==> src/rtl/layer_out_streamer.sv <==
// Inter-layer serializer: captures one layer's parallel neuron outputs
// and replays them one element per clock, with a one-deep pending bank.
module layer_out_streamer #(
    parameter int numNeurons = 30,
    parameter int dataWidth  = 16
) (
    input  logic                             clk,
    input  logic                             rst,
    input  logic [numNeurons*dataWidth-1:0]  in_data,
    input  logic [numNeurons-1:0]            in_valid,
    output logic [dataWidth-1:0]             out_data,
    output logic                             out_valid,
    output logic                             out_last,
    output logic                             busy,
    output logic                             overrun,
    output logic                             mismatch
);

    localparam int IW = (numNeurons > 1) ? $clog2(numNeurons) : 1;
    localparam logic [IW-1:0] LAST_IDX = IW'(numNeurons - 1);

    typedef enum logic {
        IDLE,
        STREAM
    } state_t;

    state_t                 state, state_n;
    logic [IW-1:0]          idx, idx_n;
    logic                   pend_full, pend_full_n;
    logic [dataWidth-1:0]   active  [numNeurons];
    logic [dataWidth-1:0]   pending [numNeurons];

    logic                   capture, partial, last;
    logic                   load_act_in, load_act_pend, load_pend;
    logic [dataWidth-1:0]   data_n;
    logic                   valid_n, last_n;
    logic                   overrun_n, mismatch_n;

    // Next-state, bank-load control and next registered output values
    always_comb begin
        capture       = &in_valid;
        partial       = (|in_valid) & ~capture;
        last          = (state == STREAM) && (idx == LAST_IDX);
        state_n       = state;
        idx_n         = idx;
        pend_full_n   = pend_full;
        load_act_in   = 1'b0;
        load_act_pend = 1'b0;
        load_pend     = 1'b0;
        data_n        = '0;
        overrun_n     = overrun;
        mismatch_n    = mismatch | partial;
        unique case (state)
            IDLE: begin
                if (capture) begin
                    load_act_in = 1'b1;
                    state_n     = STREAM;
                    idx_n       = '0;
                    data_n      = in_data[dataWidth-1:0];
                end
            end
            STREAM: begin
                if (!last) begin
                    idx_n  = idx + IW'(1);
                    data_n = active[idx_n];
                    if (capture) begin
                        if (pend_full) begin
                            overrun_n = 1'b1;
                        end else begin
                            load_pend   = 1'b1;
                            pend_full_n = 1'b1;
                        end
                    end
                end else begin
                    idx_n = '0;
                    if (pend_full) begin
                        load_act_pend = 1'b1;
                        data_n        = pending[0];
                        if (capture) begin
                            load_pend = 1'b1;
                        end else begin
                            pend_full_n = 1'b0;
                        end
                    end else if (capture) begin
                        load_act_in = 1'b1;
                        data_n      = in_data[dataWidth-1:0];
                    end else begin
                        state_n = IDLE;
                    end
                end
            end
            default: state_n = IDLE;
        endcase
        valid_n = (state_n == STREAM);
        last_n  = valid_n && (idx_n == LAST_IDX);
    end

    // Control state and registered outputs
    always_ff @(posedge clk) begin
        if (rst) begin
            state     <= IDLE;
            idx       <= '0;
            pend_full <= 1'b0;
            out_data  <= '0;
            out_valid <= 1'b0;
            out_last  <= 1'b0;
            busy      <= 1'b0;
            overrun   <= 1'b0;
            mismatch  <= 1'b0;
        end else begin
            state     <= state_n;
            idx       <= idx_n;
            pend_full <= pend_full_n;
            out_data  <= data_n;
            out_valid <= valid_n;
            out_last  <= last_n;
            busy      <= valid_n | pend_full_n;
            overrun   <= overrun_n;
            mismatch  <= mismatch_n;
        end
    end

    // Active and pending banks; contents need no reset
    always_ff @(posedge clk) begin
        for (int k = 0; k < numNeurons; k++) begin
            if (load_act_in) begin
                active[k] <= in_data[k*dataWidth +: dataWidth];
            end else if (load_act_pend) begin
                active[k] <= pending[k];
            end
            if (load_pend) begin
                pending[k] <= in_data[k*dataWidth +: dataWidth];
            end
        end
    end

endmodule

==> config.mk <==
export PLATFORM = sky130hd
export DESIGN_NAME = layer_out_streamer
export DESIGN_NICKNAME = d
export VERILOG_FILES = /design/src/rtl/layer_out_streamer.sv
export SDC_FILE = /design/constraint.sdc
export NUM_CORES = 1
export LEC_CHECK = 0
export CAP_MARGIN = 20
export CORE_UTILIZATION = 50
export DETAILED_ROUTE_END_ITERATION = 7
export PLACE_DENSITY = 0.84
export SLEW_MARGIN = 15
export SYNTH_ARGS = -nofsm -noshare
export SYNTH_HDL_FRONTEND = slang
export SYNTH_SLANG_ARGS = --single-unit
==> constraint.sdc <==
create_clock -name clk -period 42.5 [get_ports clk]
set_input_delay 6.375 -clock clk [delete_from_list [all_inputs] [get_ports clk]]
set_output_delay 6.375 -clock clk [all_outputs]
set_load 0.05 [all_outputs]
==> metrics.csv, run 1 <==
stage;metric;value;unit
yosys;synth.distinct_cells;49;
detailed_routing;route.detailed.vias_per_inst;5.58;
yosys;synthFlopType;sky130_fd_sc_hd__edfxtp_1;
worst_setup_path;timing_worst_setup_path_type;in2reg;
detailed_routing;drt_pass1_iterations;6;
sta;finalHoldViolations;0;
grt;grtUsageTotal;0.274;
worst_setup_path;r2r_setup_slack;37430;ps
grt;number_of_antenna_violations_at_the_first_check_in_global_routing;34;
layout;multi_input_comb_area;0.0102;mm²
placed_design;dpl.hpwl;74600;µm
run_status;run_status;finished clean;
yosys;syn-mean-instance-area;12.0;µm²
yosys;syn_area;0.0403;mm²
yosys;synth_area_leaders;sky130_fd_sc_hd__edfxtp_1, sky130_fd_sc_hd__nand2_1, sky130_fd_sc_hd__mux4_2;
pwr;p_leak;0.0185;µW
floorplan;floorplan.initialDensity;0.508;
sta;setup_viol_count_final;0;
floorplan;design.die.area;0.0817;mm²
clock_tree;cts_tree;yes;
placed_design;io_buffers;532;
floorplan;coreArea;0.0794;mm²
worst_setup_path;setup.worst_path.start;in_valid[15];
sta;worst_clock_skew;25.2;ps
sta;finalWorstPathRequiredPeriod;9970;ps
yosys;synth.most_common_cell;sky130_fd_sc_hd__nand2_1;
detailed_routing;drt_drc_violations_left;0;
layout;fillers;5811;
detailed_routing;top_signal_layer_used;met5;
yosys;synth_cells;3366;
worst_setup_path;worstReg2RegStart;idx[0]$_SDFF_PP0_;
detailed_routing;drtIter0Drc;3411;
yosys;synth.yosys.warnings;0;
pwr;p_per_area;39.9;mW/mm²
worst_setup_path;worst_ep_arrival_time;10230;ps
sta;timing.fmax;0.100;GHz
clock_tree;htree_levels;3;
detailed_routing;finalWirelength;114000;µm
sta;final.hold.worst_slack;507;ps
worst_setup_path;critical-path-max-stage-delay;880;ps
clock_tree;worst_skew_pair.late_latency;650;ps
yosys;yosys-top-cells-count;sky130_fd_sc_hd__nand2_1, sky130_fd_sc_hd__edfxtp_1, sky130_fd_sc_hd__nand3_1, sky130_fd_sc_hd__clkbuf_1, sky130_fd_sc_hd__buf_2;
clock_tree;clockRootBuffer;sky130_fd_sc_hd__clkbuf_16;
yosys;fraction_of_registers_with_async_set_reset;0;
detailed_routing;met2_wirelength;56500;µm
clock_tree;cts_buffer_count;99;
detailed_routing;dr_wl_met3;10300;µm
layout;regArea;0.0294;mm²
grt;wire_length_of_the_first_global_routing_pass;165000;µm
job;timing.max_cap.violations;0;
detailed_routing;routedWlPerCell;22.8;µm
placed_design;finalWeightedCongestion;0.822;
detailed_routing;antenna_left;0;
yosys;synth_top_area_share;0.715;
detailed_routing;total_number_of_vias;27913;
layout;finish.net_count;4355;
layout;post_route_cells_drive_above_1_share;0.0564;
grt;grt_remaining_overflow;0;
hold_path;timing.hold.worst_path_depth;2;
clock_tree;cts.clk_slew.worst_paths;60;ps
worst_setup_path;crit_path_cell_trace;clkdlybuf4s50_1 > nand4_1 > nor4_1 > nand2_1 > a21oi_4 > buf_12 > buf_16 > buf_4;
worst_setup_path;crit_fanout;144;
hold_path;hold_end;active[1][8]$_DFFE_PP_;
sta;relSlewSlack;0.0628;
hold_path;hold_start;pending[0][24]$_DFFE_PP_;
hold_path;hold_path_class;reg2reg;
yosys;synth_register_bits;987;
worst_setup_path;rr_endpoint;pending[0][174]$_DFFE_PP_;
clock_tree;maximum_number_of_buffers_from_clock_root_to_sink;3;
sta;worstMarginPinSlew;1410;ps
sta;fin_crit_share;0.235;
placed_design;post_dp_cell_area;0.0465;mm²
yosys;synth_edf_count;960;
pwr;max-vdd-ir-drop;0.0425;mV
detailed_routing;route.layer.met1.wl;41800;µm
grt;grt_max_degree;226;
sta;grt_setup_unrepaired;no;
yosys;netlist.top_cell.by_area;sky130_fd_sc_hd__edfxtp_1;
worst_setup_path;worst_setup_path_start_kind;input port;
floorplan;floorplan.die.height;286;µm
grt;first_global_vias;27195;
clock_tree;cts_hold_buffers;0;
floorplan;chipWidth;286;µm
yosys;synthesis.nets;3880;
worst_setup_path;endpoint_kind;flop;
layout;area.growth.synth_to_final;23.3;%
floorplan;placementRows;103;
layout;design_area;0.0497;mm²
clock_tree;clkSinkCount;987;
pwr;overall_power;1980;µW
sta;finalSetupTns;0;ps
clock_tree;cts_resized;0;
worst_setup_path;rr_worst_depth;10;
worst_setup_path;critPathRequiredTime;42760;ps
yosys;synth_sequential_area_ratio;0.729;
sta;max_slew_violations;0;
floorplan;floorplan.io_pins;533;
clock_tree;postCtsSetupRepairBufs;0;
worst_setup_path;critical_path.slowest_cell;sky130_fd_sc_hd__buf_4;
[power breakdown]
part | switching, µW | leakage (µW) | internal, µW | total (µW)
clock | 369 | 0.00151 | 464 | 833
combinational | 33.2 | 0.00812 | 50.2 | 83.4
sequential | 0.0468 | 0.00884 | 1070 | 1070
[metrics by stage]
stage,util,std cells,setup slack [ps]
after CTS,0.624,4967,31890
after global routing,0.626,4996,32270
final,0.626,4999,32530
after global placement,0.586,4786,31320
after detailed placement,0.586,4787,31240
after floorplan,-,3366,1110
[worst max-delay path: cells and delay by family]
| family | cells | cell delay (ps) |
|---|---|---|
| AO/OA/AOI/OAI | 1 | 280 |
| buffers and inverters | 4 | 2160 |
| AND/OR/NAND/NOR | 3 | 1050 |
[final cells by class]
class                   instances  area share
well taps                    1050      0.0264
multi-input cells            2185       0.204
inverters                       3    0.000227
flip-flops and latches        987       0.591
clock buffers                 114      0.0510
diodes                         29     0.00146
repair buffers                565       0.115
clock inverters                66      0.0102
[cell families (layout without fill, tap and decap cells)]
kind of cell               count (synthesis)  count (layout)  synth area share
xor gates and xnor gates                   5               5           0.00127
and+or+nand+nor                         1937            1937             0.188
adders and majority gates                  2               2          0.000621
DFF                                      987             987             0.729
buffers and inverters                    194             748            0.0215
AOI/OAI and AO/OA                        165             165            0.0297
other                                      0              29                 0
muxes                                     76              76            0.0298
[worst max path at each step]
stage | cells past startpoint | slack (ps) | to
floorplan | 4 | 1110 | pending[0][0]$_DFFE_PP_
global placement | 8 | 31320 | pending[0][171]$_DFFE_PP_
detailed placement | 8 | 31240 | pending[0][146]$_DFFE_PP_
CTS | 8 | 31890 | pending[0][224]$_DFFE_PP_
global route | 8 | 32270 | pending[0][249]$_DFFE_PP_
finish | 8 | 32530 | active[21][2]$_DFFE_PP_
[layer usage]
layer,global-route usage,vias to the layer above
li1,-,12690
met1,0.346,13392
met2,0.454,1572
met3,0.0503,253
met4,0.136,6
met5,0,-
[sequential cells by signal, summed over array words and instances, names as in the netlist]
register   count
busy           1
out_last       1
idx            5
mismatch       1
out_data      16
overrun        1
pend_full      1
active       480
pending      480
state          1
[cell usage in the layout (no fill, tap or decap), types with 27 or more instances in the layout]
| cell type | netlist | final |
|---|---|---|
| sky130_fd_sc_hd__o211ai_1 | 27 | 27 |
| sky130_fd_sc_hd__clkdlybuf4s50_1 | 0 | 532 |
| sky130_fd_sc_hd__mux4_2 | 35 | 35 |
| sky130_fd_sc_hd__nand2_1 | 1718 | 1717 |
| sky130_fd_sc_hd__clkbuf_16 | 0 | 99 |
| sky130_fd_sc_hd__edfxtp_1 | 960 | 960 |
| sky130_fd_sc_hd__mux2i_1 | 40 | 40 |
| sky130_fd_sc_hd__a21oi_1 | 37 | 35 |
| sky130_fd_sc_hd__nand3_1 | 129 | 129 |
| sky130_fd_sc_hd__nor2_1 | 31 | 30 |
| sky130_fd_sc_hd__clkinv_1 | 0 | 28 |
| sky130_fd_sc_hd__diode_2 | 0 | 29 |
Note: power is estimated with default switching activity, not from simulation.
==> run 2: changes to the inputs <==
==> constraint.sdc (replaced) <==
create_clock -name clk -period 8.7 [get_ports clk]
set_input_delay 1.305 -clock clk [delete_from_list [all_inputs] [get_ports clk]]
set_output_delay 1.305 -clock clk [all_outputs]
set_load 0.05 [all_outputs]
==> metrics.csv, run 2 (same netlist as run 1, synthesis figures left out) <==
stage;metric;value;unit;change
run_status;run_status;finished clean;;
placed_design;post_dp_cell_area;0.0465;mm²;about the same
layout;post_route_cells_drive_above_1_share;0.0602;;+0.00384
layout;design_area;0.0499;mm²;+0.47%
clock_tree;clockRootBuffer;sky130_fd_sc_hd__clkbuf_16;;
worst_setup_path;cp.buffers_inverters;3;;-1
hold_path;hold_end;active[9][7]$_DFFE_PP_;;
floorplan;floorplan.initialDensity;0.508;;unchanged
clock_tree;cts.clk_slew.worst_paths;70;ps;about the same
detailed_routing;drtIter0Drc;3315;;-2.8%
sta;final.hold.worst_slack;473;ps;-34.5 ps
worst_setup_path;timing_worst_setup_path_type;reg2reg;;
clock_tree;cts_tree;yes;;
worst_setup_path;rr_worst_depth;7;;-3
floorplan;design.die.area;0.0817;mm²;unchanged
clock_tree;cts_buffer_count;99;;unchanged
clock_tree;cts_resized;0;;unchanged
sta;finalHoldViolations;0;;unchanged
pwr;p_leak;0.0186;µW;+0.48%
detailed_routing;finalWirelength;114000;µm;-0.20%
pwr;p_per_area;200;mW/mm²;+400%
worst_setup_path;setup.worst_path.start;state$_SDFF_PP0_;;
worst_setup_path;crit_fanout;90;;-38%
layout;final_cell_count_no_fill;4989;;-0.20%
sta;finalWorstPathRequiredPeriod;5850;ps;
grt;first_global_vias;27776;;+2.1%
worst_setup_path;endpoint_kind;flop;;
sta;relSlewSlack;0.131;;+0.0686
detailed_routing;drt_drc_violations_left;0;;unchanged
worst_setup_path;worst_ep_arrival_time;6150;ps;-4080 ps
hold_path;hold_start;pending[0][151]$_DFFE_PP_;;
sta;grt_setup_unrepaired;no;;
worst_setup_path;crit_path_cell_trace;inv_1 > nor2_1 > and2_4 > nor2_1 > nor3_4 > buf_4 > buf_4;;
detailed_routing;antenna_left;0;;unchanged
worst_setup_path;r2r_setup_slack;2850;ps;-34,580 ps
detailed_routing;drt_pass1_iterations;8;;+2
layout;mostFrequentLayoutCell;sky130_fd_sc_hd__nand2_1;;
grt;grtUsageTotal;0.275;;+0.00150
hold_path;hold_path_class;reg2reg;;
clock_tree;maximum_number_of_buffers_from_clock_root_to_sink;3;;unchanged
detailed_routing;routedWlPerCell;22.8;µm;about the same
placed_design;dpl.hpwl;75500;µm;+1.2%
sta;fin_crit_share;0.673;;
sta;worst_clock_skew;55.3;ps;+30.1 ps
placed_design;finalWeightedCongestion;0.869;;+5.7%
clock_tree;worst_skew_pair.late_latency;680;ps;+30 ps
worst_setup_path;worstReg2RegStart;state$_SDFF_PP0_;;
clock_tree;cts_hold_buffers;0;;unchanged
grt;grt_remaining_overflow;0;;unchanged
floorplan;floorplan.io_pins;533;;unchanged
sta;setup_viol_count_final;0;;unchanged
placed_design;dp_slack;2960;ps;-28,270 ps
sta;worstMarginPinSlew;1300;ps;-103 ps
layout;area.growth.synth_to_final;23.9;%;
worst_setup_path;rr_endpoint;pending[1][139]$_DFFE_PP_;;
detailed_routing;route.detailed.vias_per_inst;5.59;;+0.14%
clock_tree;clkSinkCount;987;;unchanged
worst_setup_path;worst_setup_path_start_kind;flop;;
floorplan;floorplan.die.height;286;µm;unchanged
clock_tree;htree_levels;3;;unchanged
sta;timing.fmax;0.171;GHz;
pwr;max-vdd-ir-drop;0.182;mV;+330%
hold_path;timing.hold.worst_path_depth;2;;unchanged
worst_setup_path;path_delay_family;simple AND/OR/NAND/NOR gates;;
worst_setup_path;critPathRequiredTime;9000;ps;-33,760 ps
grt;wire_length_of_the_first_global_routing_pass;167000;µm;+0.84%
clock_tree;postCtsSetupRepairBufs;0;;unchanged
grt;number_of_antenna_violations_at_the_first_check_in_global_routing;25;;-26%
placed_design;io_buffers;532;;unchanged
sta;max_slew_violations;0;;unchanged
floorplan;coreArea;0.0794;mm²;unchanged
job;timing.max_cap.violations;0;;unchanged
sta;worst_setup_slack_final;2850;ps;-29,680 ps
layout;layout_top_registers;active: 480 flops, pending: 480 flops, out_data: 16 flops;;
layout;mostFrequentLayoutCells;sky130_fd_sc_hd__nand2_1, sky130_fd_sc_hd__edfxtp_1, sky130_fd_sc_hd__clkdlybuf4s50_1;;
detailed_routing;total_number_of_vias;27896;;-0.061%
floorplan;placementRows;103;;unchanged
grt;grt_max_degree;203;;-10%
layout;final_core_utilization;0.629;;+0.00293
worst_setup_path;critical-path-max-stage-delay;910;ps;+30 ps
floorplan;chipWidth;286;µm;unchanged
placed_design;post-place-cells;4789;;+0.042%
worst_setup_path;critical_path.slowest_cell;sky130_fd_sc_hd__and2_4;;
layout;finish.net_count;4356;;+0.023%
run 2: worst max-delay path by stage:
stage / to / slack (ps) / cells after the start
2_1_floorplan: pending[0][0]$_DFFE_PP_ / -5060 / 4
3_3_place_gp: pending[1][189]$_DFFE_PP_ / 3080 / 7
3_5_place_dp: pending[1][157]$_DFFE_PP_ / 2960 / 7
4_1_cts: pending[1][14]$_DFFE_PP_ / 2950 / 7
5_1_grt: pending[1][129]$_DFFE_PP_ / 2490 / 7
6_report: pending[1][139]$_DFFE_PP_ / 2850 / 7
run 2: report_power, final:
group          switching, µW  internal, µW  total [µW]
clock                   1850          2520        4360
sequential             0.223          5210        5210
combinational            164           245         409
run 2: worst reg2reg max path: cells and delay by family, from the launching register on:
| kind | cells | cell delay (ps) |
|---|---|---|
| AND/OR/NAND/NOR | 4 | 2360 |
| buffers and inverters | 3 | 2190 |
| flip-flops | 1 | 890 |
run 2: layout make-up:
type	count	area, µm²
Sequential cell	987	29400
Fill cell	5769	29500
Tap cell	1050	1310
Clock buffer	110	2520
Clock inverter	68	810
Antenna cell	20	50.0
Inverter	3	11.3
Multi-Input combinational cell	2185	10200
Timing Repair Buffer	566	5670
run 2: per-stage QoR:
stage / power (µW) / TNS, ps
2_1_floorplan: 5400 / -3269040
3_3_place_gp: 5700 / 0
3_5_place_dp: 5710 / 0
4_1_cts: 10000 / 0
5_1_grt: 10200 / 0
6_report: 9980 / 0
run 2: metal layers:
metal,global-route usage,part of all wire,vias up
met4,0.130,0.047,6
met2,0.459,0.50,1556
met1,0.349,0.36,13399
li1,-,-,12669
met3,0.0499,0.091,266
met5,0,0.00035,-
